[src/rtl/mac_host_driver.sv]
// mac_host_driver: host-side driver for the 8-bit MAC accelerator pins.
//   Operand pairs {in_last,in_a,in_b} enter a FIFO over a valid/ready stream.
//   Pairs are issued on dut_a/dut_b with dut_ena. After the accelerator
//   latency, dut_c is captured and returned on out_*. A one-cycle dut_clr
//   pulse follows each returned result.
// Ports:
//   clk, rst                        clock, async active-high reset
//   in_valid/in_ready/in_a/in_b/in_last   operand-pair input stream
//   dut_a, dut_b, dut_ena, dut_clr  accelerator operand/control pins
//   dut_c                           accelerator result
//   out_valid/out_ready/out_data/out_count  result stream
//   busy                            FSM active or FIFO non-empty
// Optional: define RESULT_CHECK_EN to add chk_err, a sticky flag set when a
// captured result differs from an internal reference accumulator.
module mac_host_driver #(
  parameter int unsigned FIFO_DEPTH = 4,
  parameter int unsigned MAC_LAT    = 2,
  parameter int unsigned CNT_W      = 8
) (
  input  logic             clk,
  input  logic             rst,
  input  logic             in_valid,
  output logic             in_ready,
  input  logic [7:0]       in_a,
  input  logic [7:0]       in_b,
  input  logic             in_last,
  output logic [7:0]       dut_a,
  output logic [7:0]       dut_b,
  output logic             dut_ena,
  output logic             dut_clr,
  input  logic [7:0]       dut_c,
  output logic             out_valid,
  input  logic             out_ready,
  output logic [7:0]       out_data,
  output logic [CNT_W-1:0] out_count,
  output logic             busy
`ifdef RESULT_CHECK_EN
  ,
  output logic             chk_err
`endif
);

  localparam int unsigned AW = $clog2(FIFO_DEPTH);
  localparam int unsigned LW = $clog2(MAC_LAT + 1);

  localparam logic [2:0] S_IDLE  = 3'd0;
  localparam logic [2:0] S_ISSUE = 3'd1;
  localparam logic [2:0] S_WAIT  = 3'd2;
  localparam logic [2:0] S_HOLD  = 3'd3;
  localparam logic [2:0] S_CLEAR = 3'd4;

  logic [16:0]      mem_q [FIFO_DEPTH];
  logic [AW:0]      wr_ptr_q, wr_ptr_d, rd_ptr_q, rd_ptr_d;
  logic             full, empty, push, pop;
  logic [16:0]      head;

  logic [2:0]       state_q, state_d;
  logic [LW-1:0]    lat_q, lat_d;
  logic [CNT_W-1:0] cnt_q, cnt_d;
  logic [7:0]       dut_a_q, dut_a_d, dut_b_q, dut_b_d;
  logic             dut_ena_q, dut_ena_d, dut_clr_q, dut_clr_d;
  logic             out_valid_q, out_valid_d;
  logic [7:0]       out_data_q, out_data_d;
  logic [CNT_W-1:0] out_count_q, out_count_d;

  // Extra pointer bit distinguishes full from empty.
  always_comb begin
    empty    = (wr_ptr_q == rd_ptr_q);
    full     = (wr_ptr_q[AW] != rd_ptr_q[AW]) &&
               (wr_ptr_q[AW-1:0] == rd_ptr_q[AW-1:0]);
    in_ready = !rst && !full;
    push     = in_valid && in_ready;
    head     = mem_q[rd_ptr_q[AW-1:0]];
    wr_ptr_d = push ? wr_ptr_q + 1'b1 : wr_ptr_q;
    rd_ptr_d = pop  ? rd_ptr_q + 1'b1 : rd_ptr_q;
  end

  always_ff @(posedge clk) begin
    if (push) mem_q[wr_ptr_q[AW-1:0]] <= {in_last, in_a, in_b};
  end

  always_comb begin
    state_d     = state_q;
    lat_d       = lat_q;
    cnt_d       = cnt_q;
    pop         = 1'b0;
    dut_a_d     = '0;
    dut_b_d     = '0;
    dut_ena_d   = 1'b0;
    dut_clr_d   = 1'b0;
    out_valid_d = out_valid_q;
    out_data_d  = out_data_q;
    out_count_d = out_count_q;
    case (state_q)
      S_IDLE: if (!empty) state_d = S_ISSUE;
      S_ISSUE: begin
        if (!empty) begin
          pop       = 1'b1;
          dut_a_d   = head[15:8];
          dut_b_d   = head[7:0];
          dut_ena_d = 1'b1;
          if (cnt_q != '1) cnt_d = cnt_q + 1'b1;
          if (head[16]) begin
            state_d = S_WAIT;
            lat_d   = LW'(MAC_LAT);
          end
        end
      end
      // Stays MAC_LAT+1 cycles so capture lands MAC_LAT+1 after the last ena.
      S_WAIT: begin
        if (lat_q == '0) begin
          out_data_d  = dut_c;
          out_count_d = cnt_q;
          out_valid_d = 1'b1;
          state_d     = S_HOLD;
        end else begin
          lat_d = lat_q - 1'b1;
        end
      end
      // dut_clr is registered here so it is high exactly while in CLEAR.
      S_HOLD: begin
        if (out_ready) begin
          out_valid_d = 1'b0;
          dut_clr_d   = 1'b1;
          state_d     = S_CLEAR;
        end
      end
      S_CLEAR: begin
        cnt_d   = '0;
        state_d = S_IDLE;
      end
      default: state_d = S_IDLE;
    endcase
  end

  always_ff @(posedge clk or posedge rst) begin
    if (rst) begin
      wr_ptr_q    <= '0;
      rd_ptr_q    <= '0;
      state_q     <= S_IDLE;
      lat_q       <= '0;
      cnt_q       <= '0;
      dut_a_q     <= '0;
      dut_b_q     <= '0;
      dut_ena_q   <= 1'b0;
      dut_clr_q   <= 1'b0;
      out_valid_q <= 1'b0;
      out_data_q  <= '0;
      out_count_q <= '0;
    end else begin
      wr_ptr_q    <= wr_ptr_d;
      rd_ptr_q    <= rd_ptr_d;
      state_q     <= state_d;
      lat_q       <= lat_d;
      cnt_q       <= cnt_d;
      dut_a_q     <= dut_a_d;
      dut_b_q     <= dut_b_d;
      dut_ena_q   <= dut_ena_d;
      dut_clr_q   <= dut_clr_d;
      out_valid_q <= out_valid_d;
      out_data_q  <= out_data_d;
      out_count_q <= out_count_d;
    end
  end

  assign dut_a     = dut_a_q;
  assign dut_b     = dut_b_q;
  assign dut_ena   = dut_ena_q;
  assign dut_clr   = dut_clr_q;
  assign out_valid = out_valid_q;
  assign out_data  = out_data_q;
  assign out_count = out_count_q;
  assign busy      = (state_q != S_IDLE) || !empty;

`ifdef RESULT_CHECK_EN
  logic [7:0]  ref_q, ref_d;
  logic        chk_err_q, chk_err_d;
  logic [15:0] prod;

  always_comb begin
    ref_d     = ref_q;
    chk_err_d = chk_err_q;
    prod      = head[15:8] * head[7:0];
    if (pop) ref_d = ref_q + prod[7:0];
    if (state_q == S_CLEAR) ref_d = '0;
    if (state_q == S_WAIT && lat_q == '0 && dut_c != ref_q) chk_err_d = 1'b1;
  end

  always_ff @(posedge clk or posedge rst) begin
    if (rst) begin
      ref_q     <= '0;
      chk_err_q <= 1'b0;
    end else begin
      ref_q     <= ref_d;
      chk_err_q <= chk_err_d;
    end
  end

  assign chk_err = chk_err_q;
`endif

endmodule

[config.mk]
export PLATFORM = sky130hd
export DESIGN_NAME = mac_host_driver
export DESIGN_NICKNAME = d
export VERILOG_FILES = /design/src/rtl/mac_host_driver.sv
export SDC_FILE = /design/constraint.sdc
export NUM_CORES = 1
export LEC_CHECK = 0
export CORE_UTILIZATION = 45
export CTS_CLUSTER_DIAMETER = 30
export DETAILED_ROUTE_END_ITERATION = 10
export HOLD_SLACK_MARGIN = 0.15
export PLACE_DENSITY_LB_ADDON = 0.08
export SLEW_MARGIN = 30
export SYNTH_ARGS = -nofsm -noshare
export SYNTH_HDL_FRONTEND = slang
export SYNTH_SLANG_ARGS = --single-unit
[constraint.sdc]
create_clock -name clk -period 1.95 [get_ports clk]
set_input_delay 0.39 -clock clk [delete_from_list [all_inputs] [get_ports clk]]
set_output_delay 0.39 -clock clk [all_outputs]
set_load 0.01 [all_outputs]
# Yosys cells after proc, flatten, opt, wreduce, memory -nomap -nowiden

Memory sizes are Yosys's and may differ from the RTL's.
Index checks and enable logic that the tools add are counted.

Memories: 1
Input port bits: 29
Output and inout port bits: 37
Bits in registers: 54
Logic and storage cells: 76
Memory bits (writable): 68

Equal/unequal tests: 15
Reductions and logical operators: 18
Muxes and demuxes: 26
Add/subtract/negate cells: 4

Memories:

| name  | words | bits a word | rd ports | clocked after memory_dff | write ports | line | RTL |
|---|---|---|---|---|---|---|---|
| mem_q | 4     | 17          | 1        | 0                        | 1           | 52   | `logic [16:0] mem_q [FIFO_DEPTH];` |

Operators with widths:

| kind                                                            | count |
|---|---|
| 8-bit two-way mux                                               | 6 |
| 8-bit case mux with 2 select lines                              | 1 |
| 3-bit two-way mux                                               | 5 |
| 2-bit inequality test, second input constant                    | 7 |
| 3-bit case mux with 4 select lines                              | 1 |
| 8-bit by 1-bit adder with 8-bit output, second input constant   | 1 |
| 1-bit two-way mux                                               | 8 |
| 8-bit inequality test, second input constant                    | 1 |
| 3-bit by 1-bit adder with 3-bit output, second input constant   | 2 |
| 3-bit by 2-bit == test with 1-bit output, second input constant | 2 |
| 2-bit two-way mux                                               | 3 |
| 3-bit AND reduction                                             | 2 |
| 2-bit nonzero test                                              | 3 |
| 5-bit AND reduction                                             | 1 |
| 2-bit case mux with 2 select lines                              | 1 |
| 4-bit AND reduction                                             | 1 |
| 3-bit by 1-bit == test with 1-bit output, second input constant | 1 |
| 3-bit == test                                                   | 1 |
| 3-bit == test, second input constant                            | 1 |
| 1-bit logical AND                                               | 3 |
| 1-bit logical NOT                                               | 3 |
| 3-bit logical NOT                                               | 1 |
| 3-bit nonzero test                                              | 1 |
| 2-bit == test                                                   | 1 |
| 6 further kinds                                                 | 6 |

# Longest topological paths before layout

Depth after elaboration: 7
Depth in mapped cells: 7
Depth with buffers taken out: 6

# Worst setup path before layout

Ideal clock, no wire load.

Path kind: in2reg
From: in rst
To: mem mem_q[3][0] (enable)
Setup slack: -0.929 ns
Required time: 1.574 ns
Path buffers: 0
Stages on the path: 3
Arrival time: 2.503 ns
Setup time: 0.376 ns
Cells stage by stage: inv_1 -> o311a_1 -> and2_1

Longest elaborated chain between the ends: 5

Ends and longest elaborated chain:

| what                                    | line | RTL |
|---|---|---|
| start: declaration                      | 21   | `input logic rst,` |
| 1-bit logical NOT (no source line)      | -    |  |
| 1-bit logical AND                       | 71   | `in_ready = !rst && !full;` |
| 1-bit logical AND                       | 72   | `push = in_valid && in_ready;` |
| 1-bit two-way mux                       | 79   | `if (push) mem_q[wr_ptr_q[AW-1:0]] <= {in_last, in_a, in_b};` |
| 1-bit two-way mux (implied by the code) | 79   |  |
| end: declaration                        | 52   |  |

Every way passes these cells.

# Final worst setup path

From: reg wr_ptr_q[2]
To: out busy

Longest elaborated chain between the ends: 3

Ends and longest elaborated chain:

| what                     | line | RTL |
|---|---|---|
| start: declaration       | 53   | `logic [AW:0] wr_ptr_q, wr_ptr_d, rd_ptr_q, rd_ptr_d;` |
| start signal: assignment | 151  | `wr_ptr_q <= wr_ptr_d;` |
| 3-bit == test            | 68   | `empty = (wr_ptr_q == rd_ptr_q);` |
| 1-bit logical NOT        | 173  | `assign busy = (state_q != S_IDLE) \|\| !empty;` |
| 1-bit logical OR         | 173  |  |
| end: declaration         | 36   | `output logic busy` |

Every way passes these cells.

==> impl_results.md <==
- Hold Buf Count CTS: 0
- Tot GR Track Use: 0.1702
- Critical Path Source Type: flip-flop
- CTS tree: built
- Sequential element share of the synthesized area: 0.7035
- Drt initial violations: ~150
- Share of cells above drive strength 1: 0.2832
- Critical path cell sequence: xor2_2 > nor4_2 > buf_4 > nand2_2 > buf_6
- HP Start: out_data[7]$_DFFE_PP0P_
- Max_slew headroom: 0.5239
- Switching Power: 3.008 mW
- DR vias: between 2000 and 3000
- First-pass GRT wire length: 14040 um
- Chip Height: around 110 um
- Status: finished, violations left
- Worst-path clk slew: about 0.060 ns
- Crit path DAT: around 1.7 ns
- Worst skew pair latency: ~0.50 ns
- YS warnings: 0
- Clk pwr share: 0.295
- Seq cells post-synth: approximately 120
- Row cnt: 37
- PD cells: around 1600 mW/mm2
- Post-synth EDFFs: between 60 and 70
- Asr flop ratio synth: 0.4426
- Vias per cell: 5.174
- Min Clock Period, post-route: 2.076 ns
- Slew @ Worst Pin: ~0.7 ns
- Final worst setup slack: -0.1257 ns
- Global route total overflow: 0
- DP HPWL: approximately 5400 um
- Starting Density: 0.4651
- Max incr delay on CP: 0.41 ns
- Post-Route WL: just under 9000 um
- Core region area: around 0.010 mm2
- HP Class: flip-flop to flip-flop
- Hold Crit Endpoint: out_data[7]$_DFFE_PP0P_
- WHS Path Cells: 1
- DR WL/cell: around 17 um
- Post-route ant nets: 0
- Critical Path Sink Type: output pin
- Max-Cap Viols: 0
- VDD IR max: approximately 740 uV
- Pins Over Slew Limit: 0
- FF-to-FF Start: wr_ptr_q[0]$_DFFE_PP0N_
- Power Internal: 7.206 mW
- Critical path class: flip-flop to output pin
- Critical Path Fanout Max: 2
- Hold Vio Cnt, Final: 0
- Port Buffers: 65
- CTS max path bufs: 2
- Mapped cell area: between 0.004 and 0.005 mm2
- Filler instances: between 800 and 900
- CP max-delay cell: dfrtp_1
- Fmax: about 0.48 GHz
- Reg2reg path depth: 7
- Final net count: approximately 420
- Drt drc: 0
- Failing checks: setup timing
- DIE WIDTH: between 100 and 150 um
- LEAKAGE: roughly 2.5 nW
- Sw frac: 0.2945
- Worst flop-to-flop path endpoint: cnt_q[2]$_DFFE_PP0P_
- Final setup TNS: -0.1427 ns
- Die Area: around 0.011 mm2
- Syn Area/Cell: between 15 and 20 um2
- H-tree depth reported by CTS: 4
- CTS Buf Count: 17
- Cells after Synth: between 200 and 300
- Number of diodes: 0
- Layout Skew: 0.008336 ns
- Dominant synthesized flop cell: edfxtp_1
- Synthesized net count: about 320
- Via count of the first global-routing pass: 2794
- Logic pwr share: 0.345
- Total power: a little over 10 mW
- Reg-to-reg slack, setup: approximately 0.10 ns
- Period utilization: 1.064
- RSZ-0062 raised after global routing: yes
- Synth cell types: 43
- Placer Congestion: 0.7641
- Root Driver: clkbuf_8
- Final Setup Violations: 2
- WP data required: between 1.5 and 2 ns
- Area grow syn2layout: 33.36%
- Pre-Repair DR Iteration Count: 4
- Num ports: 66
- Sequential share of power: 0.360
- Largest net degree at the start of global routing: between 50 and 60
- CTS sink cnt: about 120
- Initial antenna violation count: 0
==> power by group through the flow <==
stage / Sequential, mW / Combinational (mW) / Clock (mW)
after floorplan: 3.84 / 1.81 / 0
after global placement: 3.70 / 3.32 / 0
after detailed placement: 3.73 / 3.36 / 0
after CTS: 3.68 / 3.50 / 3.06
after global routing: 3.75 / 3.80 / 3.21
final: 3.68 / 3.53 / 3.01
==> worst max-delay path: cells and delay by family (launching register included) <==
kind	cells	cell delay, ns
xor+xnor	1	0.19
simple gates	2	0.30
flops	1	0.41
buf+inv	2	0.28
==> cells in the mapped netlist (all sizes together), types with 5 or more instances <==
| master | n | area [um2] |
|---|---|---|
| mux2 | 17 | 191.4 |
| and2 | 24 | 150.1 |
| mux4 | 17 | 382.9 |
| o21ai | 6 | 30.03 |
| buf | 10 | 55.05 |
| edfxtp | 68 | 2042 |
| xnor2 | 6 | 52.55 |
| nand3 | 5 | 25.02 |
| inv | 7 | 26.27 |
| ha | 7 | 87.58 |
| nand2 | 8 | 30.03 |
| a31oi | 7 | 43.79 |
| nor2 | 8 | 30.03 |
| dfrtp | 54 | 1351 |
==> sequential cells by signal, summed over array words and instances (netlist names), 8 cells and up <==
| name | flops |
|---|---|
| out_data | 8 |
| mem_q | 68 |
| cnt_q | 8 |
| out_count | 8 |
| dut_b | 8 |
| dut_a | 8 |
==> cell usage in the layout, fill, tap and decap left out, types with 2 or more instances in the layout <==
cell              n
xnor2_2           2
and3_1            2
clkinv_2          3
clkbuf_16        16
clkbuf_1          2
edfxtp_1         68
xnor2_1           4
a32o_1            2
and2_1           19
mux2_2           17
nand3_1           5
a21oi_1           3
and2_4            4
a31oi_1           6
buf_12            2
bufinv_16         3
nor2_1            7
dfrtp_1          54
o21ai_0           6
clkinvlp_4        3
inv_1             5
nand2b_1          3
clkdlybuf4s50_1  63
mux4_2           17
ha_1              7
xor2_2            3
buf_4            23
nor3_1            2
clkinv_4          2
nand2_1           7
o211ai_1          3
nand4_1           2
or4_1             2
==> what timing repair did <==
| action | CTS | global route |
|---|---|---|
| pin swaps | 3 | 3 |
| gates resized for setup | 13 | 3 |
| endpoints found under the setup margin | 2 | 7 |
| cloned | 0 | 0 |
| buffers inserted | 1 | 5 |
==> how the worst max path moves through the flow <==
| stage | startpoint | to | slack [ns] |
|---|---|---|---|
| floorplan | rst | wr_ptr_q[2]$_DFFE_PP0N_ | -0.07 |
| global placement | rd_ptr_q[2]$_DFFE_PP0P_ | busy | 0.01 |
| detailed placement | rd_ptr_q[2]$_DFFE_PP0P_ | busy | -0.007 |
| CTS | wr_ptr_q[0]$_DFFE_PP0N_ | busy | -0.15 |
| global route | wr_ptr_q[2]$_DFFE_PP0N_ | busy | -0.22 |
| finish | wr_ptr_q[2]$_DFFE_PP0N_ | busy | -0.13 |
==> area by class of cell <==
class,instances,area [um2],area share
Clock buffer,19,421.7,0.06555
Clock inverter,12,150.1,0.02334
Tap cell,136,170.2,0.02645
Multi-Input combinational cell,142,1408,0.2188
Timing Repair Buffer,90,859.6,0.1336
Sequential cell,122,3393,0.5275
Inverter,7,30.03,0.004668
==> metrics by stage <==
step	area [um2]	hold WS [ns]	worst slack [ns]	util	cells
3_3_place_gp	5786	0.4886	0.01035	0.5579	492
4_1_cts	6395	0.4838	-0.1503	0.6167	524
3_5_place_dp	5786	0.4950	-0.007137	0.5579	492
5_1_grt	6432	0.4752	-0.2212	0.6203	528
2_1_floorplan	4848	0.4658	-0.06550	-	282
6_report	6432	0.5010	-0.1257	0.6203	528
==> metal layers <==
metal	global-route usage	vias up	part of all wire	wire length, um
met1	0.2090	1400	0.43	3763
met3	0.04824	10	0.041	360
met4	0.07044	0	0.010	92
met2	0.2838	56	0.52	4550
li1	-	1266	-	-
met5	0	-	0	0
==> logic make-up after synthesis <==
logic type	after synthesis	synth area share
buffers and inverters	18	0.01764
AOI/OAI and AO/OA	28	0.04332
adders and majority gates	7	0.01816
DFF	122	0.7035
muxes	34	0.1191
xor gates and xnor gates	10	0.02283
and+or+nand+nor	63	0.07549
Power figures use the tool's default switching activity.
